--- src/rtl/uart_tx_drain.sv ---
// UART transmitter draining bytes from a FIFO read port over valid/ready.
// Frames are start + 8 data bits (LSB first) + optional even parity + 1..2 stop bits.
module uart_tx_drain #(
  parameter int unsigned CLKS_PER_BIT = 16,
  parameter int unsigned PARITY_EN    = 0,
  parameter int unsigned STOP_BITS    = 1
) (
  input  logic       out_clk,
  input  logic       reset,
  input  logic [7:0] in_d,
  input  logic       in_valid,
  output logic       in_ready,
  output logic       tx,
  output logic       busy
);

  localparam int unsigned BC_W = 16;
  localparam logic [BC_W-1:0] BC_LAST = BC_W'(CLKS_PER_BIT - 1);
  localparam logic STOP_LAST = 1'(STOP_BITS - 1);

  typedef enum logic [2:0] {
    S_IDLE,
    S_START,
    S_DATA,
    S_PARITY,
    S_STOP
  } state_e;

  state_e          state_q, state_d;
  logic [BC_W-1:0] bc_q, bc_d;
  logic [2:0]      bi_q, bi_d;
  logic            stop_q, stop_d;
  logic [7:0]      shreg_q, shreg_d;
  logic            par_q, par_d;
  logic            tx_q, tx_d;
  logic            in_ready_q, in_ready_d;
  logic            busy_q, busy_d;

  // Next-state and registered-output logic.
  always_comb begin
    state_d    = state_q;
    bc_d       = bc_q;
    bi_d       = bi_q;
    stop_d     = stop_q;
    shreg_d    = shreg_q;
    par_d      = par_q;
    tx_d       = tx_q;
    in_ready_d = in_ready_q;
    busy_d     = busy_q;

    if (state_q == S_IDLE) begin
      tx_d       = 1'b1;
      in_ready_d = 1'b1;
      busy_d     = 1'b0;
      if (in_valid && in_ready_q) begin
        shreg_d    = in_d;
        par_d      = ^in_d;
        tx_d       = 1'b0;
        in_ready_d = 1'b0;
        busy_d     = 1'b1;
        bc_d       = '0;
        state_d    = S_START;
      end
    end else if (bc_q != BC_LAST) begin
      bc_d = bc_q + BC_W'(1);
    end else begin
      // Bit boundary: advance state and present the next bit on tx.
      bc_d = '0;
      unique case (state_q)
        S_START: begin
          state_d = S_DATA;
          bi_d    = 3'd0;
          tx_d    = shreg_q[0];
        end
        S_DATA: begin
          if (bi_q != 3'd7) begin
            bi_d = bi_q + 3'd1;
            tx_d = shreg_q[3'(bi_q + 3'd1)];
          end else if (PARITY_EN != 0) begin
            state_d = S_PARITY;
            tx_d    = par_q;
          end else begin
            state_d = S_STOP;
            stop_d  = 1'b0;
            tx_d    = 1'b1;
          end
        end
        S_PARITY: begin
          state_d = S_STOP;
          stop_d  = 1'b0;
          tx_d    = 1'b1;
        end
        S_STOP: begin
          if (stop_q == STOP_LAST) begin
            state_d    = S_IDLE;
            in_ready_d = 1'b1;
            busy_d     = 1'b0;
            tx_d       = 1'b1;
          end else begin
            stop_d = stop_q + 1'b1;
          end
        end
        default: state_d = S_IDLE;
      endcase
    end
  end

  always_ff @(posedge out_clk or negedge reset) begin
    if (!reset) begin
      state_q    <= S_IDLE;
      bc_q       <= '0;
      bi_q       <= '0;
      stop_q     <= 1'b0;
      shreg_q    <= '0;
      par_q      <= 1'b0;
      tx_q       <= 1'b1;
      in_ready_q <= 1'b0;
      busy_q     <= 1'b0;
    end else begin
      state_q    <= state_d;
      bc_q       <= bc_d;
      bi_q       <= bi_d;
      stop_q     <= stop_d;
      shreg_q    <= shreg_d;
      par_q      <= par_d;
      tx_q       <= tx_d;
      in_ready_q <= in_ready_d;
      busy_q     <= busy_d;
    end
  end

  assign in_ready = in_ready_q;
  assign tx       = tx_q;
  assign busy     = busy_q;

endmodule

--- config.mk ---
export PLATFORM = sky130hd
export DESIGN_NAME = uart_tx_drain
export DESIGN_NICKNAME = d
export VERILOG_FILES = /design/src/rtl/uart_tx_drain.sv
export SDC_FILE = /design/constraint.sdc
export NUM_CORES = 1
export LEC_CHECK = 0
export ABC_AREA = 1
export BUFFER_PORTS_ARGS = -buffer_cell sky130_fd_sc_hd__buf_4
export CAP_MARGIN = 20
export CORE_MARGIN = 10
export CORE_UTILIZATION = 30
export CTS_CLUSTER_SIZE = 24
export DETAILED_ROUTE_END_ITERATION = 6
export GPL_ROUTABILITY_DRIVEN = 0
export PLACE_DENSITY_LB_ADDON = 0.15
export SLEW_MARGIN = 15
export SYNTH_ARGS = -nofsm -noshare
export SYNTH_HDL_FRONTEND = slang
export SYNTH_SLANG_ARGS = --single-unit
export TNS_END_PERCENT = 100
--- constraint.sdc ---
create_clock -name out_clk -period 4.1 [get_ports out_clk]
set_input_delay 0.82 -clock out_clk [delete_from_list [all_inputs] [get_ports out_clk]]
set_output_delay 0.82 -clock out_clk [all_outputs]
set_load 0.05 [all_outputs]
; ---- After elaboration in Yosys (flattened, before gate mapping)
; Index checks and enable logic that the tools add are counted.
[op_classes]
n_addsub = 3
mul = 0
n_div = 0
order_cmp = 1
eq_ne = 13
shift = 0
muxes = 30
bitwise_logic = 2
reduce_logical = 12
[op_table]
columns = operator, count
row1 = 16-bit two-way mux, 3
row2 = 3-bit two-way mux, 6
row3 = "16-bit by 1-bit adder with 16-bit output, second input constant", 1
row4 = 1-bit two-way mux, 16
row5 = "16-bit by 4-bit != test with 1-bit output, second input constant", 1
row6 = 3-bit case mux with 4 select lines, 1
row7 = 4-bit AND reduction, 3
row8 = "3-bit != test, second input constant", 3
row9 = "3-bit by 2-bit == test with 1-bit output, second input constant", 2
row10 = "2-bit != test, second input constant", 3
row11 = 3-bit case mux with 2 select lines, 1
row12 = 3-bit AND reduction, 2
row13 = 5-bit nonzero test, 1
row14 = "3-bit by 4-bit < comparator with 1-bit output, second input constant", 1
row15 = "2-bit by 1-bit != test with 1-bit output, second input constant", 2
row16 = 1-bit case mux with 4 select lines, 1
row17 = 2-bit nonzero test, 2
row18 = "3-bit by 1-bit adder with 3-bit output, second input constant", 1
row19 = 1-bit binary-select mux with 3-bit select, 1
row20 = "3-bit by 1-bit == test with 1-bit output, second input constant", 1
row21 = "3-bit == test, second input constant", 1
row22 = 3-bit zero test, 1
row23 = 1-bit case mux with 3 select lines, 1
row24 = 3-bit nonzero test, 1
row25 = 4 further kinds, 5
[word_totals]
register_bits = 34
latchBits = 0
ram_bits = 0
rom_bits = 0
in_bits = 11
out_inout_bits = 3
n_memories = 0

; ---- Depth between registers and ports, before layout
[depth]
ltp_word = 7
ltp_mapped = 10

; ---- Worst setup path before layout
; No wires, ideal clock.
[synth_timing]
kind = register to output
start = reg tx_q (netlist: tx)
end = out tx
arrival_ps = 664
required_time_ps = 3280
setup_slack_ps = 2616
path_stages_with_launch = 1
path_buffers = 0
path_cell_list = dfstp_2
[synth_lines]
columns = item, line_no
row1 = from (decl), 35  ; logic tx_q, tx_d;
row2 = from (signal assigned), 126  ; tx_q <= tx_d;
row3 = to (decl), 13  ; output logic tx,
; No word-level cell between the ends.

; ---- Worst setup path in the final report
[layout_timing]
start = reg tx_q (netlist: tx)
end = out tx
; No word-level cell between the ends.

==> impl_metrics.ini <==
[synthesis]
synth.avg_cell_area_um2 = 7.57
synthesis.nets = 271
yosys_warnings = 0
ys_ff_latch = 33
synthFlopType = dfrtp_1
synth-async-reset-ratio_pct = 100
synth.distinct_cells = 27
netlist_area_um2 = 1950
ys_seq_area_share_pct = 42.5
syn_inst = 257
synth_edf_count = 0

[clock_tree]
cts_resized = 0
clk_latency_ps = 290
cts_sinks = 33
cts-htree-levels = 2
clk_pin_slew_ps = 70
cts_tree = done
clk_path_buf_depth = 2
cts_setup_buffers = 0
numCtsBuffers = 5
cts-root-buf = clkbuf_8
cts_hold_buf = 0

[global_routing]
grt_start_max_net_pins = 34
grt.total_usage_pct = 9.49
grt_pass1_vias = 1633
gr-total-overflow = 0
grt_antenna_before_repair = 0
grt_pass1_wl_um = 7720

[finish]
fin_cells = 352
layout_commonest_cell = nand2_1
drive_above_1_share_pct = 16.0
nets = 288
antennaDiodeCount = 0
area_growth_pct = 12.7
final_cell_mix = 81 x nand2_1, 32 x inv_1, 32 x dfrtp_1

[placement]
place_ws_ps = 2320
port_buffers = 13
dp_hpwl_um = 3330
dp.cells = 344

[worst_setup_path]
cp-end-kind = output port
required_ps = 3280
cp_num_buf_inv = 1
crit_slowest_cell = dfstp_2
rr_worst_depth = 7
r2r-end = bc_q[10]
start_kind = flip-flop
crit_cells = 1
path_cells = buf_4
crit_type = flip-flop to output port
cp_top_family = flip-flops
crit_fanout = 2
r2r_slack_ps = 2480
rr_startpoint = bc_q[0]
critical_path.max_stage_delay_ps = 530
cp.arrival_ps = 1010

[timing]
maxSlewHeadroom_pct = 69.8
fin_hold_ws_ps = 472
tns_ps = 0
worst_pin_slew_ps = 453
slew_violations = 0
skew_ps = 8.86
period_share_pct = 44.6
rsz0062_at_grt = false
fmax_mhz = 547
setup_viol = 0
worst_slack_ps = 2270
final_hold_viol_count = 0
layout_min_cycle_time_ps = 1830

[die]
initial_core_util_pct = 30.8
die-area_um2 = 10100
die_height_um = 101
die_width_um = 101
ioPinCount = 14
coreArea_um2 = 6310
row_count = 29

[status]
status = complete, no violations

[hold_path]
hold_end = tx
whs_path_depth = 2
hold_path_class = flip-flop to flip-flop
holdCritStartpoint = tx

[pwr]
leakagePower_uw = 0.00103
p_total_uw = 1300
peakVddDrop_v = 0.000284
power_density_nw_per_um2 = 595

[detailed_routing]
vias = 1625
wl_per_cell_um = 12.5
drt-initial-drc-count = 100
wl_um = 4420
drc = 0
routed_via_density = 4.62
ant_nets = 0
first_pass_iters = 4

[run]
maxCapViolCount = 0
through the flow:
stage | utilization (%) | cell area [um^2]
floorplan | - | 1950
global placement | 33.4 | 2110
detailed placement | 33.4 | 2110
CTS | 34.7 | 2190
global route | 34.7 | 2190
finish | 34.7 | 2190
power by group:
group / switching [uW] / total (uW) / internal (uW)
Clock: 123 / 241 / 118
Sequential: 81.5 / 504 / 422
Combinational: 383 / 559 / 176
Total: 588 / 1300 / 716
state kept, by name, indices dropped and copies added (netlist names):
register,flops
bc_q,16
busy,1
shreg_q,8
tx,1
in_ready,1
state_q,3
bi_q,3
Yosys cell counts (3+ instances only):
master   number  area share [%]
dfrtp_1      32              41
ha_1          3             1.9
inv_1        32             6.2
nand2_1      81              16
nand2_2       5             1.6
nand3_1      19             4.9
nand3_2       4             2.1
nand4_1       7             2.3
nor2_1       20             3.9
nor2_4        3             1.7
nor3_1        3            0.77
nor3_2        4             2.1
o21ai_0      10             2.6
o21ai_1      12             3.1
o22ai_1       5             1.6
xor2_1        4             1.8
metal layers:
| metal | global-route usage, % | vias up | wire length [um] |
|---|---|---|---|
| met5 | 0 | - | 0 |
| met4 | 3.26 | 0 | 49 |
| met3 | 2.67 | 5 | 183 |
| met2 | 16.0 | 27 | 2130 |
| met1 | 11.3 | 734 | 2060 |
| li1 | - | 859 | - |
worst max path at each step:
stage / from / endpoint
after floorplan: tx / tx
after global placement: in_valid / shreg_q[6]
after detailed placement: in_valid / shreg_q[7]
after CTS: tx / tx
after global routing: tx / tx
final: tx / tx
cell type report:
| cell class | instances | area (um^2) |
|---|---|---|
| multi-input combinational | 187 | 961 |
| tap | 77 | 96.3 |
| fill | 691 | 4120 |
| sequential | 33 | 827 |
| clock inverter | 2 | 10.0 |
| clock buffer | 6 | 72.6 |
| timing repair buffer | 13 | 97.6 |
| inverter | 34 | 128 |
kinds of logic after synthesis:
| group | after synthesis | synth area share, % |
|---|---|---|
| and+or+nand+nor | 152 | 37.9 |
| buffers and inverters | 37 | 8.10 |
| DFF | 33 | 42.5 |
| AOI/OAI and AO/OA | 27 | 7.27 |
| xor gates and xnor gates | 5 | 2.25 |
| adders and majority gates | 3 | 1.93 |
Power figures use the tool's default switching activity.
